$ cat src/rtl/rv_pkg.sv
// Shared register-file constants and the write-back source encoding.
package rv_pkg;
    localparam int XLEN       = 32;
    localparam int REG_ADDR_W = 5;
    localparam int NUM_REGS   = 32;

    typedef enum logic [1:0] {
        WB_NONE = 2'd0,
        WB_ALU  = 2'd1,
        WB_AES  = 2'd2
    } wb_src_e;
endpackage

$ cat src/rtl/wb_fifo.sv
// Synchronous FIFO for buffered write-back entries; pointers carry a wrap bit
// so full/empty fall out of a plain pointer comparison at any power-of-two depth.
module wb_fifo #(
    parameter int W     = 37,
    parameter int DEPTH = 4,
    localparam int AW   = $clog2(DEPTH)
) (
    input  logic          clk,
    input  logic          rst_n,
    input  logic          push,
    input  logic [W-1:0]  push_data,
    input  logic          pop,
    output logic [W-1:0]  pop_data,
    output logic          full,
    output logic          empty,
    output logic [AW:0]   count
);
    logic [W-1:0] mem [DEPTH];
    logic [AW:0]  wr_ptr;
    logic [AW:0]  rd_ptr;
    logic         do_push;
    logic         do_pop;

    assign do_push  = push && !full;
    assign do_pop   = pop && !empty;
    assign empty    = (wr_ptr == rd_ptr);
    assign full     = (wr_ptr[AW] != rd_ptr[AW]) && (wr_ptr[AW-1:0] == rd_ptr[AW-1:0]);
    assign count    = wr_ptr - rd_ptr;
    assign pop_data = mem[rd_ptr[AW-1:0]];

    always_ff @(posedge clk or negedge rst_n) begin
        if (!rst_n) begin
            wr_ptr <= '0;
            rd_ptr <= '0;
        end else begin
            if (do_push) wr_ptr <= wr_ptr + 1'b1;
            if (do_pop)  rd_ptr <= rd_ptr + 1'b1;
        end
    end

    // Storage needs no reset: entries are only visible between push and pop.
    always_ff @(posedge clk) begin
        if (do_push) mem[wr_ptr[AW-1:0]] <= push_data;
    end
endmodule

$ cat src/rtl/rf_writeback.sv
// Register-file write-port arbiter: ALU results take the slot, buffered AES
// results fill idle slots, and a pending scoreboard flags AES hazards.
module rf_writeback
    import rv_pkg::*;
#(
    parameter int XLEN           = rv_pkg::XLEN,
    parameter int AES_FIFO_DEPTH = 4,
    localparam int CW            = $clog2(AES_FIFO_DEPTH) + 1
) (
    input  logic                  clk,
    input  logic                  rst_n,
    input  logic                  alu_valid,
    input  logic [REG_ADDR_W-1:0] alu_rd,
    input  logic [XLEN-1:0]       alu_wd,
    input  logic                  aes_issue,
    input  logic [REG_ADDR_W-1:0] aes_issue_rd,
    input  logic                  aes_valid,
    output logic                  aes_ready,
    input  logic [REG_ADDR_W-1:0] aes_rd,
    input  logic [XLEN-1:0]       aes_wd,
    input  logic [REG_ADDR_W-1:0] rs1_q,
    input  logic [REG_ADDR_W-1:0] rs2_q,
    output logic                  busy_rs1,
    output logic                  busy_rs2,
    output logic                  rf_we,
    output logic [REG_ADDR_W-1:0] rf_rd,
    output logic [XLEN-1:0]       rf_wd,
    output logic [CW-1:0]         fifo_count,
    output logic                  err_waw
);
    localparam int EW = REG_ADDR_W + XLEN;

    logic [NUM_REGS-1:0]   pending;
    logic [NUM_REGS-1:0]   pending_nxt;
    wb_src_e               sel;
    logic                  fifo_push;
    logic                  fifo_pop;
    logic                  fifo_full;
    logic                  fifo_empty;
    logic [EW-1:0]         head;
    logic [REG_ADDR_W-1:0] head_rd;
    logic [XLEN-1:0]       head_wd;

    // AES handshake: a result transfers on a cycle where aes_valid && aes_ready;
    // aes_ready depends only on registered occupancy, so a same-cycle pop never frees space.
    assign aes_ready = !fifo_full;
    assign fifo_push = aes_valid && aes_ready && (aes_rd != '0);
    assign head_rd   = head[EW-1:XLEN];
    assign head_wd   = head[XLEN-1:0];

    wb_fifo #(
        .W     (EW),
        .DEPTH (AES_FIFO_DEPTH)
    ) u_fifo (
        .clk       (clk),
        .rst_n     (rst_n),
        .push      (fifo_push),
        .push_data ({aes_rd, aes_wd}),
        .pop       (fifo_pop),
        .pop_data  (head),
        .full      (fifo_full),
        .empty     (fifo_empty),
        .count     (fifo_count)
    );

    always_comb begin
        sel = WB_NONE;
        if (alu_valid && (alu_rd != '0)) sel = WB_ALU;
        else if (!fifo_empty)            sel = WB_AES;
    end

    assign fifo_pop = (sel == WB_AES);

    // Clear before set so an issue to a register being drained keeps it pending.
    always_comb begin
        pending_nxt = pending;
        if (fifo_pop) pending_nxt[head_rd] = 1'b0;
        if (aes_issue && (aes_issue_rd != '0)) pending_nxt[aes_issue_rd] = 1'b1;
    end

    always_ff @(posedge clk or negedge rst_n) begin
        if (!rst_n) begin
            pending <= '0;
            err_waw <= 1'b0;
            rf_we   <= 1'b0;
            rf_rd   <= '0;
            rf_wd   <= '0;
        end else begin
            pending <= pending_nxt;
            if ((sel == WB_ALU) && pending[alu_rd]) err_waw <= 1'b1;
            case (sel)
                WB_ALU: begin
                    rf_we <= 1'b1;
                    rf_rd <= alu_rd;
                    rf_wd <= alu_wd;
                end
                WB_AES: begin
                    rf_we <= 1'b1;
                    rf_rd <= head_rd;
                    rf_wd <= head_wd;
                end
                default: rf_we <= 1'b0;
            endcase
        end
    end

    assign busy_rs1 = (rs1_q != '0) && pending[rs1_q];
    assign busy_rs2 = (rs2_q != '0) && pending[rs2_q];
endmodule

$ cat config.mk
export PLATFORM = sky130hd
export DESIGN_NAME = rf_writeback
export DESIGN_NICKNAME = d
export VERILOG_FILES = /design/src/rtl/rv_pkg.sv /design/src/rtl/wb_fifo.sv /design/src/rtl/rf_writeback.sv
export SDC_FILE = /design/constraint.sdc
export NUM_CORES = 1
export LEC_CHECK = 0
export CORE_MARGIN = 4
export CORE_UTILIZATION = 50
export DETAILED_ROUTE_END_ITERATION = 8
export GPL_TIMING_DRIVEN = 0
export PLACE_DENSITY = 0.81
export SYNTH_ARGS = -nofsm -noshare
export SYNTH_HDL_FRONTEND = slang
export SYNTH_SLANG_ARGS = --single-unit
$ cat constraint.sdc
create_clock -name clk -period 7.05 [get_ports clk]
set_input_delay 1.0575 -clock clk [delete_from_list [all_inputs] [get_ports clk]]
set_output_delay 1.0575 -clock clk [all_outputs]
set_load 0.01 [all_outputs]
==> qor.txt <==
Synth top area cells = edfxtp_1 (45%), dfrtp_1 (19%), mux4_2 (13%), mux2i_1 (5.5%), nand2_1 (2.1%)
Leakage = 4.38 nW
Yosys top cell area share = 0.447
Clock Skew = 0.00707 ns
Layout cells sized above 1 = 0.133
Vias in the first global route = 6677
Max_slew headroom = 0.214
IO Pins = 139
Final Setup Violations = 0
Total Routing Usage GR = 0.217
Die height = 149 um
GP Congestion = 0.920
Nets = 909
Seq/Total Area, Yosys = 0.641
CTS Hold Bufs = 0
Worst Tran Pin Value = 1.16 ns
First-pass GRT wire length = 37200 um
Post-synth top flop = edfxtp_1
R2R Setup Slk = 3.15 ns
CTS buffer count = 23
Status = finished, final reports clean
CP Class = in2out
CP Max Fanout = 6
Starting Density = 0.509
Root buf cell = clkbuf_16
Slew Viols, Final = 0
Hold crit path type = in2async
Sink Count = 225
Width of the die = 149 um
DPL Wire Length = 16600 um
RR Endpoint = rf_wd[22]$_DFFE_PN0P_
Largest net degree at the start of global routing = 58
Port bufs = 128
Worst r2r src = u_fifo.rd_ptr[1]$_DFFE_PN0P_
Fin crit share = 0.611
Synth Instances = 649
H-tree level count = 1
Reg2Reg Depth = 10
Clock Tree Buf Depth = 3
Total Wirelength = 23700 um
PnR worst setup slack = 2.75 ns
Area leader, netlist = edfxtp_1
Die area = 0.0222 mm2
CTS tree = built
Drt first pass iters = 5
RSZ-0062 raised after global routing = false
Worst skew pair latency = 0.51 ns
Worst EP required = 5.99 ns
Post-Syn Nets = 751
Worst-path clk slew = 0.06 ns
Row count = 51
Post_cts resized = 0
Crit path DAT = 3.25 ns
FMAX = 0.232 GHz
Grt ovf = 0
Via count = 6402
VDD IR-drop max = 0.309 mV
Number of max-cap violations = 0
Postcts setup bufs = 0
Tmin final = 4.30 ns
Pre-CTS WS = 2.74 ns
Diodes inserted = 0
Iter 0 DRT Violations = 586
Fillers = 1418
Async SR Flop Fraction = 0.342
Setup_tns = 0 ns
Hold slack = 0.443 ns
Post-route ant nets = 0
Yosys warning total = 0
Critical path capture point type = output pin
Area grow syn2layout = 24.7%
Initial antenna violation count = 2
Cell area after synthesis = 0.00994 mm2
Total core area = 0.0195 mm2
Power per cell area = 423 mW/mm2
Drt via density = 5.88
Post-synth EDFFs = 148
Hold Fails Final Rpt = 0
Avg Synthesized Cell Area = 15.3 um2
Worst setup SP type = primary input
Drt wl/cell = 21.7 um
Remaining DRCs = 0
Yosys cell types = 45
#FFs+latches synth = 225
==> kinds of logic (layout without fill, tap and decap cells) <==
group | after synthesis | after routing | synth area share
DFF | 225 | 225 | 0.641
and+or+nand+nor | 125 | 125 | 0.0601
AOI/OAI and AO/OA | 117 | 117 | 0.0732
muxes | 115 | 115 | 0.188
buffers and inverters | 52 | 227 | 0.0208
adders and majority gates | 8 | 8 | 0.0108
xor gates and xnor gates | 7 | 7 | 0.00617
==> where the power goes <==
group	internal (mW)	leakage, nW	switching [mW]	total (mW)
Combinational	0.999	1.76	1.04	2.04
Clock	0.656	0.345	0.485	1.14
Sequential	1.83	2.28	0.237	2.07
==> synthesized netlist by cell type, drive strengths merged, types with 7 or more instances <==
cell	number
o21ai	41
mux4	57
nor3	9
nand3	8
nand2	55
a21oi	19
dfrtp	77
clkbuf	32
inv	11
buf	9
edfxtp	148
nor2	22
a31oi	27
ha	7
mux2i	55
a41oi	11
==> layout by cell type, fill, tap and decap left out, drive strengths merged, types with 2 or more instances in the layout <==
cell | synthesis | final
and2 | 3 | 3
edfxtp | 148 | 148
xor2 | 2 | 2
nand3b | 5 | 5
nor2b | 6 | 6
ha | 7 | 7
nand2b | 3 | 3
xnor2 | 5 | 5
clkinvlp | 0 | 2
nor3b | 4 | 4
nor3 | 9 | 9
a2bb2oi | 2 | 2
clkdlybuf4s50 | 0 | 127
mux2 | 3 | 3
nor2 | 22 | 22
mux2i | 55 | 55
a21oi | 19 | 19
a41oi | 11 | 11
dfrtp | 77 | 77
mux4 | 57 | 57
buf | 9 | 15
or4 | 2 | 2
nor4 | 3 | 3
o41ai | 6 | 6
a21boi | 3 | 3
a22o | 2 | 2
a211o | 2 | 2
a31oi | 27 | 27
nand3 | 8 | 8
clkinv | 0 | 10
o21ai | 41 | 41
nand2 | 55 | 55
and3 | 3 | 3
inv | 11 | 12
clkbuf | 32 | 60
==> through the flow <==
step           power (mW)  cells   util  area, um2
2_1_floorplan        3.29    649      -       9940
3_3_place_gp         4.03   1042  0.592      11600
3_5_place_dp         4.12   1047  0.599      11700
4_1_cts              5.29   1089  0.635      12400
5_1_grt              5.54   1089  0.635      12400
6_report             5.25   1089  0.635      12400
==> critical path, cell delays in order <==
cell and delay [ns]:
clkdlybuf4s50_1 0.64, mux4_2 0.53, mux2i_1 0.15, mux2i_1 0.09, a211o_1 0.30, clkdlybuf4s50_1 0.48
==> worst max path at each step <==
stage / to / depth (start not counted) / from / slack [ns]
floorplan: u_fifo.mem[3][0]$_DFFE_PP_ / 7 / u_fifo.rd_ptr[1]$_DFFE_PN0P_ / 3.10
global placement: u_fifo.mem[3][8]$_DFFE_PP_ / 7 / u_fifo.rd_ptr[1]$_DFFE_PN0P_ / 1.26
detailed placement: busy_rs1 / 6 / rs1_q[2] / 2.74
CTS: busy_rs1 / 6 / rs1_q[2] / 2.73
global route: aes_ready / 6 / u_fifo.rd_ptr[1]$_DFFE_PN0P_ / 2.65
finish: busy_rs1 / 6 / rs1_q[2] / 2.75
==> per-layer routing <==
layer,wire length (um),global-route usage,up-vias
met2,11700,0.355,286
met1,9540,0.289,3184
met3,1960,0.0577,48
li1,-,-,2880
met5,26,0,-
met4,456,0.0618,4
==> flip-flops by register name (all words and copies together), names as in the netlist <==
| register | count |
|---|---|
| u_fifo.mem | 148 |
| pending | 32 |
| rf_wd | 32 |
| rf_rd | 5 |
| u_fifo.rd_ptr | 3 |
| u_fifo.wr_ptr | 3 |
| err_waw | 1 |
| rf_we | 1 |
==> area by class of cell <==
type                    instances  area [um2]  share of cell area
multi-input cells             372        3400               0.274
inverters                      11        41.3             0.00333
flip-flops and latches        225        6370               0.514
clock inverters                14        97.6             0.00787
repair buffers                133        1390               0.112
plain buffers                  41         165              0.0133
clock buffers                  28         614              0.0495
well taps                     265         332              0.0267
No activity file was read; power rests on OpenSTA's default activity.
